`src/rtl/div_arbiter.sv`:
```
// Two-requester round-robin front end for a shared iterative divider.
// Handles divide-by-zero locally and aborts the divider after TIMEOUT wait cycles.
module div_arbiter #(
  parameter int unsigned TIMEOUT = 40
) (
  input  logic        clk,
  input  logic        rst_b,
  input  logic        req0,
  input  logic        req1,
  input  logic [31:0] x0,
  input  logic [31:0] y0,
  input  logic [31:0] x1,
  input  logic [31:0] y1,
  output logic        ack0,
  output logic        ack1,
  output logic [31:0] resp_q,
  output logic [32:0] resp_r,
  output logic        resp_err,
  output logic        div_start,
  output logic        div_abort,
  output logic [31:0] div_x,
  output logic [31:0] div_y,
  input  logic        div_done,
  input  logic [31:0] div_q,
  input  logic [32:0] div_r
);

  localparam int unsigned    CntW   = (TIMEOUT > 1) ? $clog2(TIMEOUT) : 1;
  localparam logic [CntW-1:0] CntMax = CntW'(TIMEOUT - 1);

  typedef enum logic [1:0] {StIdle, StLaunch, StWait, StResp} state_e;

  state_e          state_q, state_d;
  logic [CntW-1:0] cnt_q, cnt_d;
  logic            grant_q, grant_d;
  logic            last_q, last_d;
  logic            ack0_q, ack0_d;
  logic            ack1_q, ack1_d;
  logic [31:0]     resp_quot_q, resp_quot_d;
  logic [32:0]     resp_rem_q, resp_rem_d;
  logic            resp_err_q, resp_err_d;
  logic            div_start_q, div_start_d;
  logic            div_abort_q, div_abort_d;
  logic [31:0]     div_x_q, div_x_d;
  logic [31:0]     div_y_q, div_y_d;

  logic        win;
  logic [31:0] win_x;
  logic [31:0] win_y;

  // With both requesting, the one not served last goes next.
  assign win   = (req0 && req1) ? ~last_q : req1;
  assign win_x = win ? x1 : x0;
  assign win_y = win ? y1 : y0;

  always_comb begin
    state_d     = state_q;
    cnt_d       = cnt_q;
    grant_d     = grant_q;
    last_d      = last_q;
    resp_quot_d = resp_quot_q;
    resp_rem_d  = resp_rem_q;
    resp_err_d  = resp_err_q;
    div_x_d     = div_x_q;
    div_y_d     = div_y_q;
    ack0_d      = 1'b0;
    ack1_d      = 1'b0;
    div_start_d = 1'b0;
    div_abort_d = 1'b0;

    unique case (state_q)
      StIdle: begin
        if (req0 || req1) begin
          grant_d = win;
          last_d  = win;
          div_x_d = win_x;
          div_y_d = win_y;
          if (win_y == 32'd0) begin
            resp_quot_d = 32'hFFFF_FFFF;
            resp_rem_d  = {1'b0, win_x};
            resp_err_d  = 1'b1;
            ack0_d      = ~win;
            ack1_d      = win;
            state_d     = StResp;
          end else begin
            div_start_d = 1'b1;
            state_d     = StLaunch;
          end
        end
      end
      StLaunch: begin
        cnt_d   = '0;
        state_d = StWait;
      end
      StWait: begin
        // A completion in the final allowed cycle beats the timeout.
        if (div_done) begin
          resp_quot_d = div_q;
          resp_rem_d  = div_r;
          resp_err_d  = 1'b0;
          ack0_d      = ~grant_q;
          ack1_d      = grant_q;
          state_d     = StResp;
        end else if (cnt_q == CntMax) begin
          div_abort_d = 1'b1;
          resp_quot_d = '0;
          resp_rem_d  = '0;
          resp_err_d  = 1'b1;
          ack0_d      = ~grant_q;
          ack1_d      = grant_q;
          state_d     = StResp;
        end else begin
          cnt_d = cnt_q + 1'b1;
        end
      end
      StResp: begin
        state_d = StIdle;
      end
      default: begin
        state_d = StIdle;
      end
    endcase
  end

  always_ff @(posedge clk or negedge rst_b) begin
    if (!rst_b) begin
      state_q     <= StIdle;
      cnt_q       <= '0;
      grant_q     <= 1'b0;
      last_q      <= 1'b1;
      ack0_q      <= 1'b0;
      ack1_q      <= 1'b0;
      resp_quot_q <= '0;
      resp_rem_q  <= '0;
      resp_err_q  <= 1'b0;
      div_start_q <= 1'b0;
      div_abort_q <= 1'b0;
      div_x_q     <= '0;
      div_y_q     <= '0;
    end else begin
      state_q     <= state_d;
      cnt_q       <= cnt_d;
      grant_q     <= grant_d;
      last_q      <= last_d;
      ack0_q      <= ack0_d;
      ack1_q      <= ack1_d;
      resp_quot_q <= resp_quot_d;
      resp_rem_q  <= resp_rem_d;
      resp_err_q  <= resp_err_d;
      div_start_q <= div_start_d;
      div_abort_q <= div_abort_d;
      div_x_q     <= div_x_d;
      div_y_q     <= div_y_d;
    end
  end

  assign ack0      = ack0_q;
  assign ack1      = ack1_q;
  assign resp_q    = resp_quot_q;
  assign resp_r    = resp_rem_q;
  assign resp_err  = resp_err_q;
  assign div_start = div_start_q;
  assign div_abort = div_abort_q;
  assign div_x     = div_x_q;
  assign div_y     = div_y_q;

endmodule

```
`config.mk`:
```
export PLATFORM = sky130hd
export DESIGN_NAME = div_arbiter
export DESIGN_NICKNAME = d
export VERILOG_FILES = /design/src/rtl/div_arbiter.sv
export SDC_FILE = /design/constraint.sdc
export NUM_CORES = 1
export LEC_CHECK = 0
export ABC_AREA = 1
export CAP_MARGIN = 20
export CORE_ASPECT_RATIO = 1.1
export CORE_MARGIN = 8
export CORE_UTILIZATION = 45
export CTS_CLUSTER_SIZE = 24
export DETAILED_ROUTE_END_ITERATION = 16
export GPL_ROUTABILITY_DRIVEN = 0
export PLACE_DENSITY = 0.86
export SLEW_MARGIN = 20
export SYNTH_ARGS = -nofsm -noshare
export SYNTH_HDL_FRONTEND = slang
export SYNTH_SLANG_ARGS = --single-unit
```
`constraint.sdc`:
```
create_clock -name clk -period 3.1 [get_ports clk]
set_input_delay 0.31 -clock clk [delete_from_list [all_inputs] [get_ports clk]]
set_output_delay 0.31 -clock clk [all_outputs]
set_load 0.1 [all_outputs]
```
# Yosys cells after proc, flatten, opt, wreduce, memory -nomap -nowiden
# Cells that the tools add are included.
dict set report op_classes {
  addsub 1
  multipliers 0
  n_div 0
  n_lt_le_gt_ge 0
  n_eq_ne 9
  n_shift 0
  n_mux 42
  bitwise 3
  n_reduce_logical 10
}
# op count
set op_table {}
lappend op_table {{$mux W32} 6}
lappend op_table {{$mux W33} 4}
lappend op_table {{$pmux W33 S2} 1}
lappend op_table {{$pmux W32 S2} 1}
lappend op_table {{$logic_not A32 Y1} 1}
lappend op_table {{$mux W1} 19}
lappend op_table {{$mux W6} 2}
lappend op_table {{$pmux W6 S2} 1}
lappend op_table {{$mux W2} 4}
lappend op_table {{$ne A2 B2 Y1 const B} 4}
lappend op_table {{$pmux W2 S4} 1}
lappend op_table {{$add A6 B1 Y6 const B} 1}
lappend op_table {{$eq A6 B6 Y1 const B} 1}
lappend op_table {{$pmux W1 S2} 3}
lappend op_table {{$eq A2 B2 Y1 const B} 2}
lappend op_table {{$reduce_and A2 Y1} 2}
lappend op_table {{$reduce_and A4 Y1} 1}
lappend op_table {{$reduce_bool A2 Y1} 2}
lappend op_table {{$ne A3 B3 Y1 const B} 1}
lappend op_table {{$not A1 Y1} 3}
lappend op_table {{$reduce_and A3 Y1} 1}
lappend op_table {{$eq A2 B1 Y1 const B} 1}
lappend op_table {{$logic_not A2 Y1} 1}
lappend op_table {{$logic_and A1 B1 Y1} 1}
lappend op_table {{$logic_or A1 B1 Y1} 1}
dict set report totals {
  ff_bits 144
  latchBits 0
  ram_bits 0
  romBits 0
  word_cells 78
  n_memories 0
}

# Depth between registers and ports, before layout
dict set report logic_depth {
  ltp_word 7
  depth_mapped 16
}

# Least setup slack after synthesis
# OpenSTA, ideal clock, no wires.
dict set report synth_path {
  kind {register -> register}
  start {register last_q}
  end {register resp_err_q, in the netlist resp_err}
  arrival_ns 1.878
  setup_slack_ns 1.100
  stages_incl_launch_ff 17
  path_buffers 3
  cell_sequence {dfstp_2 nand2_1 nand2_2 buf_2 nand2_1 nand2_1 nand2_1 nor2_1 nand2_1 nor2_1 nand2_1 nand2_2 nand2_1 buf_6 buf_6 nand2_1 nand2_1}
}
dict set report synth_between {
  elab_chain_len 6
}
# element line
set synth_rtl {}
lappend synth_rtl {{start: declaration} 36} ;# logic last_q, last_d;
lappend synth_rtl {{start signal: assignment} 144} ;# last_q <= last_d;
lappend synth_rtl {{$not A1 Y1} 52} ;# assign win = (req0 && req1) ? ~last_q : req1;
lappend synth_rtl {{$mux W1} 52}
lappend synth_rtl {{$mux W32} 54} ;# assign win_y = win ? y1 : y0;
lappend synth_rtl {{$logic_not A32 Y1} 78} ;# if (win_y == 32'd0) begin
lappend synth_rtl {{$ne A2 B2 Y1 (no line)} n/a}
lappend synth_rtl {{$reduce_and A4 Y1 (no line)} n/a}
lappend synth_rtl {{end signal: assignment} 149} ;# resp_err_q <= resp_err_d;
lappend synth_rtl {{end: declaration} 41} ;# logic resp_err_q, resp_err_d;
# Every way passes these cells.
# A chain may end at the register's enable or synchronous reset.

# Worst setup path in the final report
dict set report layout_path {
  start {register last_q}
  end {register resp_rem_q[29], in the netlist resp_r[29]}
}
dict set report layout_between {
  elab_chain_len 6
  word_cells_on_any_way 10
  cone_classes {eq/ne: 1; mux: 6; bitwise: 1; reduce/logical: 2}
}
# element line
set layout_rtl {}
lappend layout_rtl {{$not A1 Y1 (*)} 52}
lappend layout_rtl {{$mux W1 (*)} 52}
lappend layout_rtl {{$mux W32 (on tied branches)} {54, 53}}
lappend layout_rtl {{$logic_not A32 Y1 / $mux W33 (equally long branches)} 78}
lappend layout_rtl {{$ne A2 B2 Y1 (no line) / $mux W33 (equally long branches)} n/a}
lappend layout_rtl {{$reduce_and A4 Y1 (no line) / $pmux W33 S2 (equally long branches)} n/a}
lappend layout_rtl {{end signal: assignment} 148} ;# resp_rem_q <= resp_rem_d;
lappend layout_rtl {{end: declaration} 40} ;# logic [32:0] resp_rem_q, resp_rem_d;
# Mark *: on every way between the ends. The rest lies on a longest branch, timed or not. The select of a mux whose other input is x is not followed.

==> out/qor.yml <==
critical_path:
  end_kind: "register"
  required_ps: 3450
  r2r_slack_ps: 610
  critPathLaunchType: "register"
  path_class: "register to register"
  path_max_fanout: 68
  cp.arrival_ps: 2840
placement:
  dp_hpwl_um: 19600
  placed_area_mm2: 0.0105
  placedCellCount: 1407
  io_buffer_count: 331
logic_synthesis:
  synth_area_mm2: 0.00727
  synth_fp_nets: 1129
  synth_top_cell_area_share_pct: 49.3
  async_flop_share_pct: 100
  ys_ff_latch: 144
  synth_edf_count: 0
  synth_seq_area_share_pct: 49.6
  syn_avg_cell_area_um2: 7.84
  yosysTopAreaCell: "dfrtp_1"
  yosys_warnings: 0
  ys_types: 22
  synthCells: 927
  synth_most_common_cell: "nand2_1"
  synth_area_leaders: "dfrtp_1, nand2_1, o21ai_0"
  yosys-top-cells-count: "nand2_1, dfrtp_1, o21ai_0"
  synthFlopType: "dfrtp_1"
timing:
  skew_ps: 7.43
  final.min_clock_period_ps: 2490
  max_clock_freq_mhz: 401
  worst_pin_slew_ps: 1030
  drv_slew: 0
  fin_setup_tns_ps: 0
  hold_viol_final: 0
  relSlewSlack_pct: 31.1
  setup_viol: 0
  rsz0062_at_grt: "false"
  min_period_over_period_pct: 80.4
clocking:
  cts-resized-gates: 0
  cts_tree: "done"
  hold_buffers: 1
  clock_latency_ps: 410
  post_cts_buffers: 0
  numCtsBuffers: 17
  cts.sinks: 144
  htreeDepth: 4
  cts.clk_slew.worst_paths_ps: 60
  cts_root_buf: "clkbuf_16"
  ctsLongestPathBuffers: 2
floorplanning:
  fp.dieH_um: 149
  core_area_mm2: 0.0157
  row_count: 48
  die_w_um: 137
  io_pins: 332
  fp.dieArea_mm2: 0.0205
  initial_core_util_pct: 46.2
finish:
  drive_gt1_share_pct: 9.12
  num-nets-final: 1429
  area_delta_synth_final_pct: 53.1
  finalNonFillerCells: 1439
  fin_area_mm2: 0.0111
  antenna_cells: 0
min_path:
  worstHoldPathType: "input pin to async pin"
detailed_routing:
  detail-route-antenna-nets: 0
  initialDrtViolationCount: 438
  detail_route.vias_per_cell: 5.20
  wl_um: 26300
  drc_errors: 0
  firstDrtPassIters: 5
  wl_per_cell_um: 18.3
  vias: 7481
global_routing:
  grt_max_degree: 116
  grt_pass1_wl_um: 40700
  grt_usage_pct: 25.6
  grt-ovfl-total: 0
  grt_pass1_vias: 7437
  grt_antenna_before_repair: 1
flow_run:
  maxCapViolCount: 0
run_status:
  outcome: "completed"
-- metal layers --
metal | up-vias | track usage, % | routed length [µm]
met5 | - | 0 | 13
met4 | 2 | 10.8 | 789
met3 | 53 | 8.66 | 2770
met2 | 364 | 41.4 | 12700
met1 | 3484 | 30.3 | 10000
li1 | 3578 | - | -
-- worst max-delay path, stage by stage (launching register included) --
cell	delay, ps
dfstp_2	550
nand2_1	100
nand2_4	340
nand2_1	90
nand2_1	130
nand2_1	70
nor2_1	80
nand2_1	70
nor2_1	150
nand2_1	130
nand2_2	120
buf_12	260
nand3_1	140
nand2_1	110
-- state kept, by name, summed over array words and instances, names as in the netlist --
name / flops
cnt_q: 6
last_q: 1
div_y: 32
grant_q: 1
div_x: 32
ack0: 1
resp_err: 1
state_q: 2
ack1: 1
resp_r: 33
resp_q: 32
div_abort: 1
div_start: 1
-- through the flow --
| step | setup WS [ps] | util [%] | hold slack, ps |
|---|---|---|---|
| CTS | 641 | 70.7 | 375 |
| global route | 431 | 70.7 | 401 |
| detailed placement | 429 | 67.0 | 245 |
| floorplan | 1100 | - | 14.4 |
| global placement | 457 | 67.0 | 245 |
| finish | 606 | 70.7 | 370 |
-- cells in the final DEF, fill, tap and decap left out, drive strengths merged, types with 5 or more instances in the layout --
master         count
buf               75
nand3            102
clkdlybuf4s50    271
dfrtp            143
nand2            361
clkbuf            21
inv               50
clkinv             7
a21oi              5
nand3b            27
nor2              21
o21ai            107
mux2i             32
-- area by class of cell --
cell class,count,area [µm²]
Fill cell,1240,4610
Sequential cell,144,3600
Timing Repair Buffer,347,3350
Multi-Input combinational cell,666,3160
Clock buffer,21,480
Tap cell,200,250
Inverter,51,193
Clock inverter,10,86.3
-- final timing paths --
check | from | depth (start not counted) | endpoint
setup / recovery | last_q | 13 | resp_r[29]
hold / removal | rst_b | 2 | div_x[3]
setup reg to reg | last_q | 13 | resp_r[29]
hold reg to reg | resp_q[12] | 2 | resp_q[12]
max in group asynchronous | rst_b | 3 | resp_q[24]
min in group clk | resp_q[12] | 2 | resp_q[12]
-- kinds of logic after synthesis --
| family | Yosys count | share of synthesized area (%) |
|---|---|---|
| adder cells (fa/ha/maj) | 4 | 0.689 |
| AO/OA/AOI/OAI | 114 | 7.94 |
| buffers and inverters | 117 | 7.35 |
| AND/OR/NAND/NOR | 516 | 30.0 |
| multiplexers | 32 | 4.41 |
| flip-flops | 144 | 49.6 |
Power is left out: the tool's default activity adds up to more than one toggle a clock period on the data nets, which glitch-free logic cannot reach.
